--- src/rtl/itlb_walker.sv ---
// Refill engine for the itlb: on a user-mode miss, reads the PTE from a one-level page table,
// then either pulses the itlb write port or raises a held page fault.
module itlb_walker #(
  parameter logic [19:0] PT_BASE  = 20'h10000,
  parameter int          PT_IDX_W = 10,
  parameter int          TIMEOUT  = 64
) (
  input  logic        clk,
  input  logic        rst,
  input  logic        mode,
  input  logic        miss,
  input  logic [19:0] miss_vpn,
  output logic        busy,
  output logic        write_en,
  output logic [19:0] write_vpn,
  output logic [7:0]  write_ppn,
  output logic        fault,
  output logic [19:0] fault_vpn,
  input  logic        fault_ack,
  output logic        mem_req,
  output logic [19:0] mem_addr,
  input  logic        mem_gnt,
  input  logic        mem_rvalid,
  input  logic [31:0] mem_rdata
);

  localparam int TW = $clog2(TIMEOUT);
  localparam logic [TW-1:0] TLAST = TW'(TIMEOUT - 1);

  typedef enum logic [2:0] {IDLE, REQ, WAIT, FILL, SETTLE, FAULT} state_t;

  state_t        state, state_d;
  logic [19:0]   vpn_q, vpn_d;
  logic [TW-1:0] timer, timer_d;

  logic        busy_d, write_en_d, fault_d, mem_req_d;
  logic [19:0] write_vpn_d, fault_vpn_d, mem_addr_d;
  logic [7:0]  write_ppn_d;

  logic unused_pte_bits;
  assign unused_pte_bits = ^mem_rdata[30:28];

  function automatic logic pte_hit(input logic [31:0] pte, input logic [19:0] vpn);
    return pte[31] && (pte[27:8] == vpn);
  endfunction

  // Byte offset into the table is the low VPN bits scaled by the 4-byte PTE; the add wraps.
  function automatic logic [19:0] pte_addr(input logic [19:0] vpn);
    logic [19:0] off;
    off = '0;
    off[PT_IDX_W+1:0] = {vpn[PT_IDX_W-1:0], 2'b00};
    return PT_BASE + off;
  endfunction

  always_comb begin
    state_d     = state;
    vpn_d       = vpn_q;
    timer_d     = timer;
    write_vpn_d = write_vpn;
    write_ppn_d = write_ppn;
    fault_vpn_d = fault_vpn;
    mem_addr_d  = mem_addr;
    case (state)
      IDLE: begin
        if (miss && !mode) begin
          vpn_d      = miss_vpn;
          mem_addr_d = pte_addr(miss_vpn);
          state_d    = REQ;
        end
      end
      REQ: begin
        if (mem_gnt) begin
          timer_d = '0;
          state_d = WAIT;
        end
      end
      WAIT: begin
        timer_d = timer + 1'b1;
        if (mem_rvalid) begin
          if (pte_hit(mem_rdata, vpn_q)) begin
            write_vpn_d = vpn_q;
            write_ppn_d = mem_rdata[7:0];
            state_d     = FILL;
          end else begin
            fault_vpn_d = vpn_q;
            state_d     = FAULT;
          end
        end else if (timer == TLAST) begin
          fault_vpn_d = vpn_q;
          state_d     = FAULT;
        end
      end
      FILL:   state_d = SETTLE;
      // The itlb entry lands on the FILL edge, so a miss seen here is stale.
      SETTLE: state_d = IDLE;
      FAULT: begin
        if (fault_ack) state_d = IDLE;
      end
      default: state_d = IDLE;
    endcase
    busy_d     = (state_d != IDLE);
    mem_req_d  = (state_d == REQ);
    write_en_d = (state_d == FILL);
    fault_d    = (state_d == FAULT);
  end

  // Control state and registered outputs
  always_ff @(posedge clk or negedge rst) begin
    if (!rst) begin
      state     <= IDLE;
      busy      <= 1'b0;
      write_en  <= 1'b0;
      write_vpn <= '0;
      write_ppn <= '0;
      fault     <= 1'b0;
      fault_vpn <= '0;
      mem_req   <= 1'b0;
      mem_addr  <= '0;
    end else begin
      state     <= state_d;
      busy      <= busy_d;
      write_en  <= write_en_d;
      write_vpn <= write_vpn_d;
      write_ppn <= write_ppn_d;
      fault     <= fault_d;
      fault_vpn <= fault_vpn_d;
      mem_req   <= mem_req_d;
      mem_addr  <= mem_addr_d;
    end
  end

  // Walk context: always reloaded before use
  always_ff @(posedge clk) begin
    vpn_q <= vpn_d;
    timer <= timer_d;
  end

endmodule
--- config.mk ---
export PLATFORM = sky130hd
export DESIGN_NAME = itlb_walker
export DESIGN_NICKNAME = d
export VERILOG_FILES = /design/src/rtl/itlb_walker.sv
export SDC_FILE = /design/constraint.sdc
export NUM_CORES = 1
export LEC_CHECK = 0
export CAP_MARGIN = 20
export CORE_MARGIN = 2
export CORE_UTILIZATION = 47
export CTS_BUF_LIST = sky130_fd_sc_hd__clkbuf_4
export CTS_CLUSTER_SIZE = 30
export DETAILED_ROUTE_END_ITERATION = 7
export PLACE_DENSITY = 0.83
export SLEW_MARGIN = 20
export SYNTH_ARGS = -nofsm -noshare
export SYNTH_HDL_FRONTEND = slang
export SYNTH_SLANG_ARGS = --single-unit
--- constraint.sdc ---
create_clock -name clk -period 2.4 [get_ports clk]
set_input_delay 0.48 -clock clk [delete_from_list [all_inputs] [get_ports clk]]
set_output_delay 0.48 -clock clk [all_outputs]
set_load 0.02 [all_outputs]
== Word level (Yosys, flattened, before mapping) ==
Cells that the tools add are included.
Word-level totals
  input bits: 59
  logic and storage cells: 47
  flip-flop bits (word level): 101
  output and inout port bits: 72
Operators by class
  reductions and logical operators: 11
  equal/unequal tests: 11
  mux-type cells: 12
  add/subtract/negate cells: 2
Operators with widths (count)
  two-way mux 20 bit: 3
  equality test 20 bit: 1
  adder 17 x 12 -> 18 bit (first input constant): 1
  two-way mux 3 bit: 6
  case mux 3 bit (5 select lines): 1
  case mux 6 bit (2 select lines): 1
  equality test 3 x 2 -> 1 bit (second input constant): 3
  adder 6 x 1 -> 6 bit (second input constant): 1
  equality test 3 x 1 -> 1 bit (second input constant): 2
  equality test 3 bit (second input constant): 2
  equality test 6 bit (second input constant): 1
  two-way mux 6 bit: 1
  AND reduction 3 bit: 2
  inequality test 2 bit (second input constant): 2
  AND reduction 2 bit: 2
  nonzero test 2 bit: 2
  zero test 3 bit: 1
  nonzero test 3 bit: 1
  logical AND 1 bit: 2
  zero test 1 bit: 1

== Logic depth before layout (Yosys ltp) ==
  depth in word-level cells: 6
  gate-level depth with buffers: 7
  depth with buffers taken out: 6

== Least setup slack after synthesis ==
No wires, ideal clock.
  path kind: reg-to-reg
  start: reg state[2]
  end: reg mem_addr[10]
  buffers on the path: 2
  slack: 0.250 ns
  data required time: 2.275 ns
  arrival: 2.025 ns
  library setup time: 0.125 ns
  clock period less this slack: 2.150 ns
  stages on the path, launching flop included: 5
  path through: dfrtp_1 -> clkbuf_1 -> nor4_1 -> buf_2 -> mux2_2
On the way
  word-level cells in the longest chain between the ends: 2
RTL lines
  from (decl): line 32  | state_t state, state_d;
  from (signal assigned): line 120  | state <= state_d;
  zero test 3 bit: line 63  | case (state)
  AND reduction 2 bit (no source line)
  to (signal assigned): line 128  | mem_addr <= mem_addr_d;
  to (decl): line 21  | output logic [19:0] mem_addr,
No other way between the ends.
A chain may end at the register's enable or synchronous reset.

== Final worst setup path ==
  start: in mem_rdata[24]
  end: reg write_vpn[4]
On the way
  word-level cells in the longest chain between the ends: 3
RTL lines
  from (decl): line 24  | input logic [31:0] mem_rdata
  equality test 20 bit: line 44  | return pte[31] && (pte[27:8] == vpn);
  logical AND 1 bit: line 44
  AND reduction 3 bit (no source line)
  to (signal assigned): line 123  | write_vpn <= write_vpn_d;
  to (decl): line 15  | output logic [19:0] write_vpn,
No other way between the ends.

==> summary.md <==
| Metric | Value |
|---|---|
| Outcome | complete, no violations |
| Starting DRT DRC Count | roughly 120 |
| Commonest non-fill, non-tap cell in the layout | clkdlybuf4s50_1 |
| Via count | around 2.4k |
| Seq/Total Area, Yosys | 64.6% |
| Max_cap viols | 0 |
| P per Cell Area | 972 nW/um2 |
| Worst-case reg-to-reg path depth | 6 |
| RSZ-0062 raised after global routing | false |
| Worst-skew pair later-pin latency | 420 ps |
| Critical Path RT | 2700 ps |
| Routed wire length | 7850 um |
| Initial antenna violation count | 0 |
| GRT Util Overall | roughly a fifth |
| Dpl hpwl | 5730 um |
| CP Capture Type | flop |
| ANT nets after route | 0 |
| Drt via density | 4.94 |
| Yosys reg bits | between 90 and 100 |
| Final Hold Vio Count | 0 |
| Clk buf depth | 2 |
| Reg-to-reg slack, setup | 140 ps |
| Number of detailed-route iterations in the first pass | 4 |
| Clock Skew | 26.3 ps |
| Average wire per standard cell | 16.4 um |
| Die H | 93.5 um |
| Boundary pin count | about 130 |
| Input/output buffers | roughly 120 |
| Worst path arrival time | 2590 ps |
| Row count | 32 |
| Final Non-Filler Cells | ~480 |
| HP Class | in2async |
| Slew headroom | 60.9% |
| Fillers | around 560 |
| Final Cycle Share | 95.3% |
| Fmax | 0.437 GHz |
| Post-cts gate resize count | 0 |
| Vias in the first global route | 2452 |
| Post-Synthesis Mean Instance Area | 15.6 um2 |
| Setup bufs post-CTS | 0 |
| CTS clk-pin slew, worst paths | 150 ps |
| Synth cell types | 34 |
| CTS tree | yes |
| Fin. max-slew vios | 0 |
| Synthesis-to-layout area growth | 39.7% |
| Critical path startpoint category | primary input |
| Largest net degree at the start of global routing | 42 |
| Placed Cells incl. Taps | 463 |
| Share of cells above drive strength 1 | 23.9% |
| Die area | 8740 um2 |
| Commonest non-fill, non-tap cells in the layout | clkdlybuf4s50_1, dfrtp_1, mux2_2 |
| Mapped Area | roughly 3800 um2 |
| Nets | 432 |
| Tmin final | ~2300 ps |
| Utilization after layout | 68.0% |
| Setup TNS | 0 ps |
| Die X | approximately 93 um |
| Core area | 7730 um2 |
| First-pass GRT wire length | 12300 um |
| Worst Max-Slew Pin Slew | 586 ps |
| Post-DP Area | 5070 um2 |
| Peak VDD IR | roughly 0.9 mV |
| RePlAce Congestion | 0.739 |
| TritonCTS Buffers | 9 |
| Drt drc | 0 |
| Initial Util | 48.7% |
| R2R Path Start | vpn_q[4] |
| Pwr Total | a little over 5000 uW |
| Slowest CP cell | or4_4 |
| Total congestion overflow | 0 |
| H-tree lvl count | 3 |
| Clock tree root buffer cell | clkbuf_4 |
| Final setup violation count | 0 |
| Post-route cell area | 5260 um2 |
| Crit-path max FO | 20 |
| Worst reg2reg path endpoint | write_vpn[4] |
| Critical path class | in2reg |
| Yosys Warn Count | 0 |
| Critical Path, Cell by Cell | clkdlybuf4s50_1 -> xnor2_1 -> nand4_1 -> or4_4 -> nor3_4 -> buf_12 -> mux2_2 |
| Cells after synthesis | 241 |
| Leakage | 0.00219 uW |
| Hold buffers post-CTS | 0 |
| CP peak stage delay | ~600 ps |
| Number of clock sinks | 92 |
| Diode count | 0 |
[critical path: cells and delay by family]
| family | cells | cell delay [ps] |
|---|---|---|
| AND/OR/NAND/NOR | 3 | 910 |
| buffers and inverters | 2 | 710 |
| multiplexers | 1 | 350 |
| XOR/XNOR | 1 | 140 |
[logic make-up after synthesis]
logic type               count (synthesis)  synth area share [%]
adder cells (fa/ha/maj)                  1                 0.333
AO/OA/AOI/OAI                           10                  1.60
AND/OR/NAND/NOR                         36                  5.32
flip-flops                              92                  64.6
other                                    1                0.0997
buffers and inverters                   18                  3.89
multiplexers                            59                  18.5
XOR/XNOR                                24                  5.59
[report_power, final]
part	switching, uW	total (uW)	internal [uW]
Sequential	258	2290	2040
Clock	525	1060	534
Combinational	822	1750	931
[synthesized netlist by cell type]
library cell,number,share of area (%)
dfrtp_1,66,44
mux2_2,47,14
edfxtp_1,26,21
xnor2_1,18,4.2
buf_4,10,2.0
mux2_4,9,3.6
nor2_1,9,0.90
xor2_1,6,1.4
nand2_1,5,0.50
nand4_1,4,0.67
a21oi_1,3,0.40
buf_6,3,0.90
nand2b_1,3,0.50
nand3_1,3,0.40
o21ai_0,3,0.40
or2_2,3,0.50
and3_1,2,0.33
buf_2,2,0.27
mux2_1,2,0.60
nor2b_1,2,0.33
nor4_1,2,0.33
a31oi_1,1,0.17
buf_12,1,0.53
clkbuf_1,1,0.10
conb_1,1,0.10
ha_1,1,0.33
inv_1,1,0.10
mux2i_1,1,0.27
nor3_1,1,0.13
nor3_4,1,0.43
o211ai_1,1,0.20
o21a_1,1,0.20
o21ai_2,1,0.23
or4_4,1,0.30
[state kept, by name, indices dropped and copies added (netlist names)]
| signal | flops |
|---|---|
| fault_vpn | 20 |
| vpn_q | 20 |
| write_vpn | 20 |
| mem_addr | 11 |
| write_ppn | 8 |
| timer | 6 |
| state | 3 |
| busy | 1 |
| fault | 1 |
| mem_req | 1 |
| write_en | 1 |
[metrics by stage]
step	hold WS, ps	worst slack [ps]
floorplan	184	250
global placement	454	-314
detailed placement	466	-347
CTS	34.5	107
global route	42.6	25.1
finish	33.0	112
[routing by layer]
| metal | track usage (%) | up-vias | wire length (um) |
|---|---|---|---|
| met5 | 0 | - | 0 |
| met4 | 7.97 | 0 | 151 |
| li1 | - | 1098 | - |
| met3 | 3.95 | 10 | 390 |
| met1 | 23.5 | 1187 | 3270 |
| met2 | 31.7 | 71 | 4040 |
[layout make-up]
cell class                      instances  area, um2  area share [%]
Clock buffer                            9       67.6            1.29
Clock inverter                          7        120            2.29
Inverter                                1       3.75          0.0714
Multi-Input combinational cell        139       1220            23.2
Sequential cell                        92       2430            46.3
Tap cell                              102        128            2.43
Timing Repair Buffer                  129       1280            24.4
[worst max-delay path by stage]
stage / start / slack (ps) / end / cells after the start
floorplan: state[2] / 250 / mem_addr[10] / 4
global placement: mem_rdata[24] / -310 / write_ppn[7] / 7
detailed placement: mem_rdata[24] / -350 / write_vpn[8] / 7
CTS: mem_rdata[24] / 110 / write_vpn[7] / 7
global route: vpn_q[2] / 30 / write_vpn[4] / 6
finish: mem_rdata[24] / 110 / write_vpn[4] / 7
Power figures use the tool's default switching activity.
